File: src/rtl/mc_pkg.sv
// Shared definitions for the full-search motion estimator.
// Holds the controller state encoding, geometry helpers (window edge,
// candidate count, SAD accumulator width) and the fixed indices of
// the dx/dy/residual beats in a result frame.
package mc_pkg;

    typedef enum logic [1:0] {
        LOAD   = 2'd0,
        SEARCH = 2'd1,
        OUT    = 2'd2
    } state_t;

    localparam int BEAT_DX   = 0;
    localparam int BEAT_DY   = 1;
    localparam int BEAT_RES0 = 2;

    // Ceiling log2, never less than 1 so it can size a vector directly.
    function automatic int clog2(input longint v);
        int     r;
        longint p;
        r = 0;
        p = 1;
        while (p < v) begin
            p = p * 2;
            r++;
        end
        return (r < 1) ? 1 : r;
    endfunction

    // Width that holds the worst-case SAD of a BxB block without overflow.
    function automatic int sad_width(input int pw, input int b);
        return clog2(longint'(b) * longint'(b) * ((longint'(1) << pw) - 1) + 1);
    endfunction

    function automatic int nc(input int r);
        return (2 * r + 1) * (2 * r + 1);
    endfunction

    function automatic int w(input int b, input int r);
        return b + 2 * r;
    endfunction

endpackage

File: src/rtl/mc_sad_tree.sv
// Combinational block-difference unit.
// Ports:
//   cur_i  - NP current-block pixels, raster order
//   ref_i  - NP reference pixels of one candidate, raster order
//   sad_o  - sum of absolute differences, full precision
//   res_o  - NP signed residuals cur-ref (PW+1 bits)
// The absolute differences are summed in a balanced binary tree so the
// depth grows with log2(NP) and one candidate fits in a single cycle.
module mc_sad_tree
    import mc_pkg::*;
#(
    parameter int PW = 8,
    parameter int B  = 2
) (
    input  logic        [PW-1:0]              cur_i [B*B],
    input  logic        [PW-1:0]              ref_i [B*B],
    output logic        [sad_width(PW,B)-1:0] sad_o,
    output logic signed [PW:0]                res_o [B*B]
);

    localparam int NP = B * B;
    localparam int SW = sad_width(PW, B);
    localparam int LV = clog2(NP);

    logic [SW-1:0] node [LV+1][NP];

    // Level 0 holds |cur-ref|; each further level halves the node count.
    always_comb begin
        for (int l = 0; l <= LV; l++) begin
            for (int n = 0; n < NP; n++) begin
                node[l][n] = '0;
            end
        end
        for (int n = 0; n < NP; n++) begin
            res_o[n] = $signed({1'b0, cur_i[n]}) - $signed({1'b0, ref_i[n]});
            node[0][n] = (cur_i[n] >= ref_i[n]) ? SW'(cur_i[n] - ref_i[n])
                                                : SW'(ref_i[n] - cur_i[n]);
        end
        for (int l = 0; l < LV; l++) begin
            for (int n = 0; n < (NP >> (l + 1)); n++) begin
                node[l+1][n] = node[l][2*n] + node[l][2*n+1];
            end
        end
        sad_o = node[LV][0];
    end

endmodule

File: src/rtl/mc_fullsearch.sv
// Full-search block-matching motion estimator.
// Ports:
//   CLK, RESET       - clock and synchronous active-high reset
//   in, in_valid     - serial pixels: BxB current block then WxW window
//   in_ready         - high while the block is loading
//   out, out_valid   - result beats: dx, dy, NP residuals, MAD
//   out_last         - marks the MAD beat, the last of each frame
// One candidate displacement is scored per cycle; the best (lowest SAD,
// earliest on ties) is kept with its residuals and streamed afterwards.
module mc_fullsearch
    import mc_pkg::*;
#(
    parameter int PW = 8,
    parameter int B  = 2,
    parameter int R  = 2
) (
    input  logic               CLK,
    input  logic               RESET,
    input  logic [PW-1:0]      in,
    input  logic               in_valid,
    output logic               in_ready,
    output logic signed [PW:0] out,
    output logic               out_valid,
    output logic               out_last
);

    localparam int NP    = B * B;
    localparam int WE    = w(B, R);
    localparam int SW    = sad_width(PW, B);
    localparam int SPAN  = 2 * R + 1;
    localparam int NLOAD = NP + WE * WE;
    localparam int LDW   = clog2(NLOAD);
    localparam int WAW   = clog2(WE * WE);
    localparam int NPW   = clog2(NP);
    localparam int CW    = clog2(SPAN);
    localparam int BTW   = clog2(NP + 3);

    localparam logic [LDW-1:0] LD_NP   = LDW'(NP);
    localparam logic [LDW-1:0] LD_LAST = LDW'(NLOAD - 1);
    localparam logic [CW-1:0]  C_LAST  = CW'(SPAN - 1);
    localparam logic [BTW-1:0] BT_DX   = BTW'(BEAT_DX);
    localparam logic [BTW-1:0] BT_DY   = BTW'(BEAT_DY);
    localparam logic [BTW-1:0] BT_RES0 = BTW'(BEAT_RES0);
    localparam logic [BTW-1:0] BT_LAST = BTW'(NP + BEAT_RES0);

    state_t                state_q, state_d;
    logic [LDW-1:0]        ldCnt_q, ldCnt_d;
    logic [CW-1:0]         cx_q, cx_d, cy_q, cy_d;
    logic [CW-1:0]         bestCx_q, bestCx_d, bestCy_q, bestCy_d;
    logic [SW-1:0]         bestSad_q, bestSad_d;
    logic [BTW-1:0]        beat_q, beat_d;
    logic signed [PW:0]    out_q, out_d;
    logic                  valid_q, valid_d, last_q, last_d;
    logic                  curWe, winWe, resWe;

    logic [PW-1:0]         curPix_q [NP];
    logic [PW-1:0]         winPix_q [WE*WE];
    logic signed [PW:0]    bestRes_q [NP];
    logic [PW-1:0]         refPix [NP];
    logic [SW-1:0]         candSad;
    logic signed [PW:0]    candRes [NP];
    logic                  better;
    logic [CW-1:0]         finCx;
    logic [BTW-1:0]        nextBeat;
    logic signed [PW:0]    beatVal;

    // Reference block of the current candidate: window offset (cy, cx).
    always_comb begin
        for (int i = 0; i < B; i++) begin
            for (int j = 0; j < B; j++) begin
                refPix[i*B+j] = winPix_q[WAW'((int'(cy_q) + i) * WE + int'(cx_q) + j)];
            end
        end
    end

    mc_sad_tree #(.PW(PW), .B(B)) u_tree (
        .cur_i (curPix_q),
        .ref_i (refPix),
        .sad_o (candSad),
        .res_o (candRes)
    );

    // The last candidate's comparison must already be reflected in the
    // dx beat issued on the same edge, hence the bypass through finCx.
    always_comb begin
        better   = (candSad < bestSad_q);
        finCx    = better ? cx_q : bestCx_q;
        nextBeat = beat_q + BTW'(1);
        if (nextBeat == BT_DY) begin
            beatVal = (PW+1)'(int'(bestCy_q) - R);
        end else if (nextBeat == BT_LAST) begin
            beatVal = (PW+1)'((bestSad_q + SW'(NP / 2)) >> NPW);
        end else begin
            beatVal = bestRes_q[NPW'(nextBeat - BT_RES0)];
        end
    end

    // Controller next state and output-beat sequencing.
    always_comb begin
        state_d   = state_q;
        ldCnt_d   = ldCnt_q;
        cx_d      = cx_q;
        cy_d      = cy_q;
        bestCx_d  = bestCx_q;
        bestCy_d  = bestCy_q;
        bestSad_d = bestSad_q;
        beat_d    = beat_q;
        out_d     = out_q;
        valid_d   = valid_q;
        last_d    = last_q;
        curWe     = 1'b0;
        winWe     = 1'b0;
        resWe     = 1'b0;
        unique case (state_q)
            LOAD: begin
                if (in_valid) begin
                    curWe = (ldCnt_q < LD_NP);
                    winWe = !(ldCnt_q < LD_NP);
                    if (ldCnt_q == LD_LAST) begin
                        ldCnt_d   = '0;
                        cx_d      = '0;
                        cy_d      = '0;
                        bestCx_d  = '0;
                        bestCy_d  = '0;
                        bestSad_d = '1;
                        state_d   = SEARCH;
                    end else begin
                        ldCnt_d = ldCnt_q + LDW'(1);
                    end
                end
            end
            SEARCH: begin
                if (better) begin
                    bestSad_d = candSad;
                    bestCx_d  = cx_q;
                    bestCy_d  = cy_q;
                    resWe     = 1'b1;
                end
                if (cx_q == C_LAST) begin
                    cx_d = '0;
                    cy_d = cy_q + CW'(1);
                end else begin
                    cx_d = cx_q + CW'(1);
                end
                if (cx_q == C_LAST && cy_q == C_LAST) begin
                    state_d = OUT;
                    beat_d  = BT_DX;
                    out_d   = (PW+1)'(int'(finCx) - R);
                    valid_d = 1'b1;
                    last_d  = 1'b0;
                end
            end
            OUT: begin
                if (beat_q == BT_LAST) begin
                    state_d = LOAD;
                    out_d   = '0;
                    valid_d = 1'b0;
                    last_d  = 1'b0;
                end else begin
                    beat_d = nextBeat;
                    out_d  = beatVal;
                    last_d = (nextBeat == BT_LAST);
                end
            end
            default: state_d = LOAD;
        endcase
    end

    // Control registers; reset abandons any frame in flight.
    always_ff @(posedge CLK) begin
        if (RESET) begin
            state_q   <= LOAD;
            ldCnt_q   <= '0;
            cx_q      <= '0;
            cy_q      <= '0;
            bestCx_q  <= '0;
            bestCy_q  <= '0;
            bestSad_q <= '1;
            beat_q    <= '0;
            out_q     <= '0;
            valid_q   <= 1'b0;
            last_q    <= 1'b0;
        end else begin
            state_q   <= state_d;
            ldCnt_q   <= ldCnt_d;
            cx_q      <= cx_d;
            cy_q      <= cy_d;
            bestCx_q  <= bestCx_d;
            bestCy_q  <= bestCy_d;
            bestSad_q <= bestSad_d;
            beat_q    <= beat_d;
            out_q     <= out_d;
            valid_q   <= valid_d;
            last_q    <= last_d;
        end
    end

    // Pixel and residual storage; always rewritten before use.
    always_ff @(posedge CLK) begin
        if (curWe) begin
            curPix_q[ldCnt_q[NPW-1:0]] <= in;
        end
        if (winWe) begin
            winPix_q[WAW'(ldCnt_q - LD_NP)] <= in;
        end
        if (resWe) begin
            for (int n = 0; n < NP; n++) begin
                bestRes_q[n] <= candRes[n];
            end
        end
    end

    assign in_ready  = (state_q == LOAD);
    assign out       = out_q;
    assign out_valid = valid_q;
    assign out_last  = last_q;

endmodule
File: config.mk
export PLATFORM = sky130hd
export DESIGN_NAME = mc_fullsearch
export DESIGN_NICKNAME = d
export VERILOG_FILES = /design/src/rtl/mc_pkg.sv /design/src/rtl/mc_sad_tree.sv /design/src/rtl/mc_fullsearch.sv
export SDC_FILE = /design/constraint.sdc
export NUM_CORES = 1
export LEC_CHECK = 0
export CAP_MARGIN = 20
export CORE_ASPECT_RATIO = 0.6
export CORE_MARGIN = 2
export CORE_UTILIZATION = 55
export DETAILED_ROUTE_END_ITERATION = 10
export PLACE_DENSITY = 0.81
export REMOVE_ABC_BUFFERS = 1
export SYNTH_ARGS = -nofsm -noshare
export SYNTH_HDL_FRONTEND = slang
export SYNTH_SLANG_ARGS = --single-unit
export TNS_END_PERCENT = 1
File: constraint.sdc
create_clock -name CLK -period 32.6 [get_ports CLK]
set_input_delay 6.52 -clock CLK [delete_from_list [all_inputs] [get_ports CLK]]
set_output_delay 6.52 -clock CLK [all_outputs]
set_load 0.005 [all_outputs]
==> qor.txt, run 1 <==
DRC viols: 0
HP Class: reg -> reg
Comb pwr share: 0.107
Die height: 177 um
Cells after Synth: 1924
Ratio of cells with drive above 1 in the final layout: 0.274
Synth unique cells: 66
Worst slew pin tran: 1.18 ns
Grt ovf: 0
WS Path Type: reg -> reg
Pint: 0.000836 W
Net Switching: 0.000286 W
CP max FO: 39
Most frequent cells in the layout: 356 x edfxtp_1, 331 x mux4_2, 138 x nor2_1, 132 x inv_1, 113 x ha_1
ANT cells: 0
Fin crit share: 0.393
Initial core utilization: 0.556
Port-buffer cells: 22
Crit path capture type: flip-flop
Dpl hpwl: 58500 um
Most used DFF post-synth: edfxtp_1
Static leakage: 10.4 nW
Initial antenna violation count: 2
Fmax: 78.0 MHz
Clk root buf: clkbuf_16
Arrival @ worst endpoint: 13.24 ns
Worst-path clk slew: 0.07 ns
Cell Pwr Density: 37.8 nW/um2
Worst endpoint required time: 33.03 ns
Flop pwr share: 0.500
Synth Area per Inst: 14.3 um2
Slew headroom: 0.210
Setup crit start kind: flip-flop
# resized after CTS: 0
Leading cell type in the layout, fill and taps excluded: edfxtp_1
CTS tree: built
Yosys warns: 0
Core area: 49300 um2
Peak supply drop: 28.7 uV
Max-cap violations: 0
Flop and latch count out of synthesis: 400
Clk_lat worst skew: 0.57 ns
Routed WL: 80600 um
Area Growth Syn to Fin: 8.32%
Pins Over Slew Limit: 0
Post-route setup TNS: 0 ns
Setup violators final: 0
Final worst path period need: 12.81 ns
Number of synthesized flops with an enable pin: 356
Longest Clk Path Bufs: 3
RSZ-0062 raised after global routing: no
Syn Std Cell Area: 27400 um2
Clk sinks: 400
Vias in the first global route: 18084
Rows: 63
Vias per inst: 7.24
CTS buffer count: 39
Clock power frac: 0.394
Post CTS Setup Buffer Count: 0
Largest net degree at the start of global routing: 149
Ports: 23
Die ar.: 51800 um2
Iter 0 DRT Violations: 3602
Layout Skew: 0.0174 ns
Seq/Total Area, Yosys: 0.422
H-tree depth: 2
DR pass1 iterations: 6
Placer Congestion: 0.996
Outcome: complete, no violations
CP max stage delay: 0.83 ns
Via count: 18938
Final hold violation count: 0
WHS: 0.479 ns
Post-CTS Hold Fix Bufs: 0
Post-synth ARST share: 0
Global-route wire length before repair: 119000 um
Die X-Extent: 292 um
Avg WL per Cell: 30.8 um
Sw Share: 0.255
Crit-path slowest cell: xor2_4
Nets: 2094
Total Routing Usage GR: 0.316
Post-DRT Antenna Nets: 0
==> metrics by stage <==
stage | utilization | power [W] | setup WS (ns) | instance area (um2) | std cells
finish | 0.602 | 0.00112 | 19.79 | 29700 | 2616
global route | 0.602 | 0.00116 | 18.97 | 29700 | 2616
global placement | 0.578 | 0.000684 | 20.24 | 28500 | 2542
CTS | 0.602 | 0.00112 | 19.99 | 29700 | 2614
detailed placement | 0.578 | 0.000687 | 20.04 | 28500 | 2546
floorplan | - | 0.000649 | 9.91 | 26900 | 1809
==> registers in the layout, summed over array words and instances (netlist names) <==
register,count
state_q,2
bestSad_q,10
cx_q,3
out_last,1
curPix_q,32
out,9
bestRes_q,36
out_valid,1
bestCx_q,3
ldCnt_q,6
cy_q,3
beat_q,3
bestCy_q,3
winPix_q,288
==> cells in the mapped netlist, types with 4 or more instances <==
library cell | number | area, um2
edfxtp_1 | 356 | 10700
a211oi_1 | 37 | 278
mux4_1 | 4 | 105
o21bai_1 | 8 | 60.1
a21o_1 | 29 | 218
mux4_2 | 331 | 7450
nand4_1 | 12 | 75.1
buf_1 | 11 | 41.3
inv_1 | 132 | 495
nand2_1 | 54 | 203
nand3_1 | 11 | 55.1
clkbuf_1 | 52 | 195
ha_1 | 114 | 1430
fa_1 | 30 | 601
a22o_1 | 6 | 52.6
and2_1 | 4 | 25.0
o21ai_0 | 44 | 220
nor2_1 | 139 | 522
o22ai_1 | 8 | 50.1
nor3b_1 | 7 | 52.6
nand2b_1 | 14 | 87.6
o21a_1 | 8 | 60.1
a21oi_1 | 79 | 395
o21ai_1 | 5 | 25.0
a2111oi_0 | 4 | 35.0
buf_2 | 42 | 210
nor2b_1 | 37 | 231
nor3_1 | 42 | 210
buf_4 | 7 | 52.6
mux2_2 | 59 | 664
or3_1 | 14 | 87.6
a21boi_0 | 7 | 52.6
or2_2 | 6 | 37.5
xnor2_1 | 51 | 447
dfxtp_1 | 44 | 881
xor2_1 | 20 | 175
mux2i_1 | 44 | 440
and3_1 | 4 | 25.0
==> logic make-up after synthesis <==
logic type      count (synthesis)  synth area share
compound gates                262            0.0610
xor+xnor                       79            0.0291
fa+ha+maj                     144            0.0739
buf+inv                       248            0.0374
flops                         400             0.422
mux                           438             0.316
simple gates                  353            0.0613
==> cell type report <==
cell class / count / area [um2]
Tap cell: 650 / 813
Multi-Input combinational cell: 1276 / 14900
Clock inverter: 25 / 175
Timing Repair Buffer: 89 / 732
Inverter: 133 / 499
Fill cell: 3594 / 19600
Clock buffer: 43 / 1000
Sequential cell: 400 / 11600
==> worst max-delay path: cells and delay by family, from the launching register on <==
| kind | cells | cell delay, ns |
|---|---|---|
| compound gates | 13 | 3.79 |
| simple gates | 6 | 1.04 |
| xor+xnor | 4 | 1.41 |
| buf+inv | 7 | 1.46 |
| flops | 1 | 0.50 |
| fa+ha+maj | 8 | 3.46 |
| mux | 3 | 0.92 |
==> path summary, 6_finish.rpt <==
kind	from	end	slack (ns)	cells past startpoint
max	cy_q[0]$_SDFFE_PP0P_	out[5]$_SDFFE_PP0P_	19.79	41
min	bestCy_q[2]$_SDFFE_PP0P_	bestCy_q[2]$_SDFFE_PP0P_	0.48	1
max reg2reg	cy_q[0]$_SDFFE_PP0P_	out[5]$_SDFFE_PP0P_	19.79	41
min reg2reg	bestCy_q[2]$_SDFFE_PP0P_	bestCy_q[2]$_SDFFE_PP0P_	0.48	1
==> layer usage <==
metal | track usage | vias to the layer above | part of all wire
met5 | 0 | - | 0.00037
li1 | - | 7646 | -
met2 | 0.420 | 1595 | 0.40
met1 | 0.473 | 9529 | 0.39
met3 | 0.149 | 164 | 0.19
met4 | 0.0598 | 4 | 0.020
==> power by group through the flow <==
stage | sequential (W) | combinational, W | clock, W
5_1_grt | 0.000561 | 0.000132 | 0.000465
4_1_cts | 0.000561 | 0.000116 | 0.000446
2_1_floorplan | 0.000572 | 0.0000770 | 0
6_report | 0.000561 | 0.000120 | 0.000442
3_5_place_dp | 0.000572 | 0.000115 | 0
3_3_place_gp | 0.000572 | 0.000111 | 0
Power figures use the tool's default switching activity.
==> inputs of run 2 (changes only) <==
--- a/config.mk
+++ b/config.mk
@@ -10,7 +10,7 @@
 export CORE_MARGIN = 2
 export CORE_UTILIZATION = 55
 export DETAILED_ROUTE_END_ITERATION = 10
-export PLACE_DENSITY = 0.81
+export PLACE_DENSITY = 0.84
 export REMOVE_ABC_BUFFERS = 1
 export SYNTH_ARGS = -nofsm -noshare
 export SYNTH_HDL_FRONTEND = slang
==> constraint.sdc (replaced) <==
create_clock -name CLK -period 10.4 [get_ports CLK]
set_input_delay 2.08 -clock CLK [delete_from_list [all_inputs] [get_ports CLK]]
set_output_delay 2.08 -clock CLK [all_outputs]
set_load 0.005 [all_outputs]
==> qor.txt, run 2 (synthesis results as in run 1) <==
Outcome: complete, no violations
Top Usage Layer GRT: met1
Cell Pwr Density: 118 nW/um2 (+210%)
WHS Endpoint: bestCy_q[2]$_SDFFE_PP0P_
Placer Congestion: 0.997 (about the same)
Post-route setup slack: 0.376 ns (-19.41 ns)
Ratio of cells with drive above 1 in the final layout: 0.325 (+0.0511)
Worst endpoint required time: 10.83 ns (-22.20 ns)
Kind of cell adding the most delay to the critical path: adder cells
Peak supply drop: 132 uV (+360%)
Vias in the first global route: 18612 (+2.9%)
M1 GR Usage: 0.513 (+0.0401)
Fmax: 99.8 MHz (+28%)
Leading cell type in the layout, fill and taps excluded: edfxtp_1
H-tree depth: 2 (unchanged)
Clk root buf: clkbuf_16
Crit path capture type: flip-flop
DR pass1 iterations: 9 (+3)
Routed WL: 87100 um (+8.1%)
Max FFs per register: 288 (unchanged)
Die X-Extent: 292 um (unchanged)
Rows: 63 (unchanged)
Via count: 19768 (+4.4%)
R2R Path End: out[8]$_SDFFE_PP0P_
Die height: 177 um (unchanged)
Final hold violation count: 0 (unchanged)
Reg2Reg Launch Point: cy_q[0]$_SDFFE_PP0P_
Ports: 23 (unchanged)
Dpl hpwl: 63500 um (+8.5%)
Buf/Inv on CP: 7 (unchanged)
Total Routing Usage GR: 0.337 (+0.0217)
Setup violators final: 0 (unchanged)
Final worst path period need: 10.02 ns (-2.79 ns)
CTS buffer count: 41 (+5.1%)
Port-buffer cells: 22 (unchanged)
CTS tree: built
Crit-path slowest cell: fa_1
Post-DRT Antenna Nets: 0 (unchanged)
Iter 0 DRT Violations: 3610 (+0.22%)
Worst-path clk slew: 0.07 ns (about the same)
FF-to-FF path depth: 40 (-2.4%)
Initial core utilization: 0.556 (unchanged)
Core area: 49300 um2 (unchanged)
Setup crit start kind: flip-flop
Nets: 2184 (+4.3%)
Grt ovf: 0 (unchanged)
Largest net degree at the start of global routing: 107 (-28%)
HP Class: reg -> reg
Initial antenna violation count: 4 (+2)
Longest Clk Path Bufs: 3 (unchanged)
Arrival @ worst endpoint: 10.45 ns (-2.79 ns)
Die ar.: 51800 um2 (unchanged)
Static leakage: 11.0 nW (+5.8%)
Placed instance count: 2615 (+2.7%)
Fin crit share: 0.964 (+0.571)
Worst slew pin tran: 1.23 ns (+0.0516 ns)
Post-CTS Hold Fix Bufs: 0 (unchanged)
CP max FO: 19 (-51%)
GR Util met3: 0.156 (+0.00703)
WS Path Type: reg -> reg
GR Layer Usage met2: 0.440 (+0.0204)
DRC viols: 0 (unchanged)
Worst reg2reg setup slack: 0.38 ns (-19.41 ns)
Hold path depth: 1 (unchanged)
Clk sinks: 400 (unchanged)
Most flop-heavy register: winPix_q
CP max stage delay: 0.63 ns (-0.20 ns)
Most frequent cells in the layout: 356 x edfxtp_1, 332 x mux4_2, 136 x buf_4, 135 x nor2_1, 132 x inv_1
Global-route wire length before repair: 126000 um (+6.1%)
Vias per inst: 7.29 (+0.72%)
Layout Skew: 0.0237 ns (+0.00637 ns)
Max-cap violations: 0 (unchanged)
Post-route non-filler standard cell count: 2711 (+3.6%)
Clk_lat worst skew: 0.58 ns (about the same)
Hold Crit Start: bestCy_q[2]$_SDFFE_PP0P_
Dpl ws: -0.268 ns (-20.30 ns)
Slew headroom: 0.180 (-0.0297)
Pins Over Slew Limit: 0 (unchanged)
Area Growth Syn to Fin: 12.6%
Avg WL per Cell: 32.1 um (+4.3%)
## run 2: stage by stage
step	power, W	util	hold slack, ns	instance area, um2	setup TNS (ns)
global placement	0.00218	0.591	0.467	29100	-0.234
finish	0.00365	0.626	0.486	30900	0
CTS	0.00363	0.618	0.490	30500	0
global route	0.00375	0.626	0.510	30900	-0.0859
detailed placement	0.00218	0.591	0.472	29200	-1.52
floorplan	0.00203	-	0.449	26900	-900.17
## run 2: layer usage
layer	wire, um	vias up
li1	-	7829
met1	34700	9889
met2	33800	1823
met3	16300	219
met4	2220	8
met5	116	-
## run 2: worst register-to-register path: cells and delay by family, from the launching register on
family          cells  cell delay [ns]
buf+inv             7             1.31
xor+xnor            4             1.11
flops               1             0.31
mux                 2             0.46
fa+ha+maj           8             2.93
simple gates        5             0.85
compound gates     14             2.92
## run 2: layout make-up
cell class / instances / area [um2]
well taps: 650 / 813
clock inverters: 28 / 235
flip-flops and latches: 400 / 11600
clock buffers: 46 / 1040
inverters: 133 / 499
diodes: 1 / 2.50
multi-input cells: 1276 / 15100
repair buffers: 177 / 1590
fillers: 3517 / 18500
## run 2: how the worst max path moves through the flow
stage / start / to / depth (start not counted)
after floorplan: cx_q[0]$_SDFFE_PP0P_ / bestRes_q[0][0]$_DFFE_PP_ / 32
after global placement: cy_q[0]$_SDFFE_PP0P_ / out[4]$_SDFFE_PP0P_ / 39
after detailed placement: cy_q[0]$_SDFFE_PP0P_ / out[8]$_SDFFE_PP0P_ / 39
after CTS: cy_q[1]$_SDFFE_PP0P_ / out[2]$_SDFFE_PP0P_ / 42
after global routing: cy_q[0]$_SDFFE_PP0P_ / out[2]$_SDFFE_PP0P_ / 43
final: cy_q[0]$_SDFFE_PP0P_ / out[8]$_SDFFE_PP0P_ / 40
## run 2: repair_timing
action | CTS | global route
pin swaps | 1 | 5
resized for setup | 3 | 46
buffers inserted | 2 | 12
gates cloned | 0 | 2
endpoints found under the setup margin | 12 | 61
## run 2: report_power, final
part	switching, W	total [W]	internal, W
registers	0.00000520	0.00176	0.00175
logic	0.000262	0.000415	0.000153
clock network	0.000677	0.00148	0.000802
total	0.000944	0.00365	0.00271
==> inputs of run 3 (changes only) <==
--- a/config.mk
+++ b/config.mk
@@ -5,12 +5,12 @@
 export SDC_FILE = /design/constraint.sdc
 export NUM_CORES = 1
 export LEC_CHECK = 0
-export CAP_MARGIN = 20
+export CAP_MARGIN = 15
 export CORE_ASPECT_RATIO = 0.6
 export CORE_MARGIN = 2
 export CORE_UTILIZATION = 55
 export DETAILED_ROUTE_END_ITERATION = 10
-export PLACE_DENSITY = 0.84
+export PLACE_DENSITY = 0.81
 export REMOVE_ABC_BUFFERS = 1
 export SYNTH_ARGS = -nofsm -noshare
 export SYNTH_HDL_FRONTEND = slang
==> constraint.sdc (replaced) <==
create_clock -name CLK -period 10.7 [get_ports CLK]
set_input_delay 2.14 -clock CLK [delete_from_list [all_inputs] [get_ports CLK]]
set_output_delay 2.14 -clock CLK [all_outputs]
set_load 0.005 [all_outputs]
==> qor.txt, run 3 (synthesis results as in run 1) <==
Die height: 177 um (unchanged)
Port-buffer cells: 22 (unchanged)
Setup violators final: 0 (unchanged)
Max FFs per register: 288 (unchanged)
Slew headroom: 0.182 (+0.00222)
WHS: 0.494 ns (+0.00744 ns)
Pins Over Slew Limit: 0 (unchanged)
Final worst path period need: 10.18 ns (+0.154 ns)
Avg WL per Cell: 31.9 um (-0.61%)
H-tree depth: 2 (unchanged)
CP max stage delay: 0.67 ns (+0.04 ns)
Post-route non-filler standard cell count: 2684 (-1.0%)
Die X-Extent: 292 um (unchanged)
Die ar.: 51800 um2 (unchanged)
Max-cap violations: 0 (unchanged)
Worst setup path endpoint: out[2]$_SDFFE_PP0P_
Critical Path Stages: 40 (unchanged)
FF-to-FF path depth: 40 (unchanged)
Final hold violation count: 0 (unchanged)
Ports: 23 (unchanged)
HP Class: reg -> reg
Worst-path clk slew: 0.06 ns (about the same)
Clk_lat worst skew: 0.58 ns (about the same)
CTS tree: built
Crit-path slowest cell: fa_2
Outcome: complete, no violations
ANT cells: 0 (-1)
Longest Clk Path Bufs: 3 (unchanged)
Fmax: 98.3 MHz (-1.5%)
Post-CTS Hold Fix Bufs: 0 (unchanged)
Routed WL: 85700 um (-1.6%)
Dpl hpwl: 62500 um (-1.6%)
CTS buffer count: 40 (-2.4%)
DRC viols: 0 (unchanged)
Worst endpoint required time: 11.18 ns (+0.35 ns)
Ratio of cells with drive above 1 in the final layout: 0.309 (-0.0165)
Nets: 2158 (-1.2%)
Initial antenna violation count: 4 (unchanged)
Setup crit start kind: flip-flop
Core area: 49300 um2 (unchanged)
Vias in the first global route: 18531 (-0.44%)
Most flop-heavy register: winPix_q
Initial core utilization: 0.556 (unchanged)
CP max FO: 16 (-3)
Grt ovf: 0 (unchanged)
Clk root buf: clkbuf_16
Layout fillers: 3548 (+0.88%)
Worst slew pin tran: 1.22 ns (-0.00653 ns)
Cell Pwr Density: 118 nW/um2 (+0.20%)
Placer Congestion: 1.01 (+1.1%)
DR pass1 iterations: 5 (-4)
Fin crit share: 0.951 (-0.0126)
Crit path capture type: flip-flop
Placed instance count: 2599 (-0.61%)
Area Growth Syn to Fin: 11.8%
Peak supply drop: 111 uV (-16%)
Clk sinks: 400 (unchanged)
Hold path depth: 1 (unchanged)
Leading cell type in the layout, fill and taps excluded: edfxtp_1
Static leakage: 10.8 nW (-1.2%)
R2R Path End: out[2]$_SDFFE_PP0P_
Via count: 19502 (-1.3%)
Post-DRT Antenna Nets: 0 (unchanged)
Rows: 63 (unchanged)
Layout Skew: 0.0270 ns (+0.00329 ns)
Kind of cell adding the most delay to the critical path: adder cells
Vias per inst: 7.27 (-0.35%)
Iter 0 DRT Violations: 3337 (-7.6%)
Worst Setup SP: cy_q[0]$_SDFFE_PP0P_
Global-route wire length before repair: 125000 um (-0.96%)
Arrival @ worst endpoint: 10.66 ns (+0.21 ns)
Reg2Reg Launch Point: cy_q[0]$_SDFFE_PP0P_
Total Routing Usage GR: 0.334 (-0.00303)
WS Path Type: reg -> reg
Most frequent cells in the layout: 356 x edfxtp_1, 331 x mux4_2, 138 x nor2_1, 132 x inv_1
Largest net degree at the start of global routing: 69 (-36%)
Buf/Inv on CP: 8 (+1)
Worst reg2reg setup slack: 0.52 ns (+0.15 ns)
run 3: cell types whose count changed in the layout (fill, tap and decap cells not counted), sizes merged:
cell	delta
clkbuf	-3
clkinvlp	-1
bufinv	+2
inv	+1
buf	-24
clkinv	-1
diode	-1
run 3: cell type report:
class                           instances  area [um2]  share of cell area
Clock buffer                           44        1020              0.0331
Clock inverter                         29         314              0.0102
Inverter                              133         499              0.0163
Multi-Input combinational cell       1276       15100               0.491
Sequential cell                       400       11600               0.377
Tap cell                              650         813              0.0265
Timing Repair Buffer                  152        1410              0.0459
run 3: worst register-to-register path: cells and delay by family (launching register included):
kind | cells | cell delay [ns]
fa+ha+maj | 8 | 3.27
compound gates | 10 | 1.90
mux | 5 | 1.65
simple gates | 6 | 1.08
buf+inv | 8 | 1.07
xor+xnor | 3 | 0.73
flops | 1 | 0.39
run 3: where the power goes:
group	switching (W)	leakage, nW	internal, W
clock network	0.000662	0.629	0.000817
logic	0.000286	6.65	0.000160
registers	0.00000559	3.56	0.00170
total	0.000954	10.8	0.00268
run 3: worst min path at each step:
stage                                          from                   endpoint  slack [ns]
after floorplan            bestCx_q[0]$_SDFFE_PP0P_   bestCx_q[0]$_SDFFE_PP0P_        0.45
after global placement    bestSad_q[0]$_SDFFE_PP1P_  bestSad_q[0]$_SDFFE_PP1P_        0.47
after detailed placement   bestCy_q[2]$_SDFFE_PP0P_   bestCy_q[2]$_SDFFE_PP0P_        0.47
after CTS                  bestCx_q[1]$_SDFFE_PP0P_   bestCx_q[1]$_SDFFE_PP0P_        0.49
after global routing       bestCy_q[2]$_SDFFE_PP0P_   bestCy_q[2]$_SDFFE_PP0P_        0.51
final                      bestCx_q[1]$_SDFFE_PP0P_   bestCx_q[1]$_SDFFE_PP0P_        0.49
run 3: what timing repair did:
action / CTS / global route
gates resized for setup: 2 / 30
setup endpoints to repair: 6 / 61
setup buffers: 0 / 10
cloned: 0 / 2
pin swaps: 0 / 6
run 3: metrics by stage:
stage | utilization | power, W | cell area, um2 | setup TNS [ns] | setup WS (ns)
6_report | 0.622 | 0.00363 | 30700 | 0 | 0.523
5_1_grt | 0.622 | 0.00373 | 30700 | -0.0432 | -0.0432
4_1_cts | 0.617 | 0.00360 | 30400 | 0 | 0.0304
3_5_place_dp | 0.590 | 0.00216 | 29100 | -0.183 | -0.0639
3_3_place_gp | 0.590 | 0.00214 | 29100 | 0 | 0.159
2_1_floorplan | - | 0.00198 | 26900 | -867.17 | -11.99
run 3: layer usage:
| metal | GRT usage | vias to the layer above | wire (um) |
|---|---|---|---|
| li1 | - | 7796 | - |
| met1 | 0.504 | 9803 | 33100 |
| met2 | 0.441 | 1755 | 33900 |
| met3 | 0.158 | 142 | 16900 |
| met4 | 0.0585 | 6 | 1550 |
| met5 | 0.0328 | - | 241 |
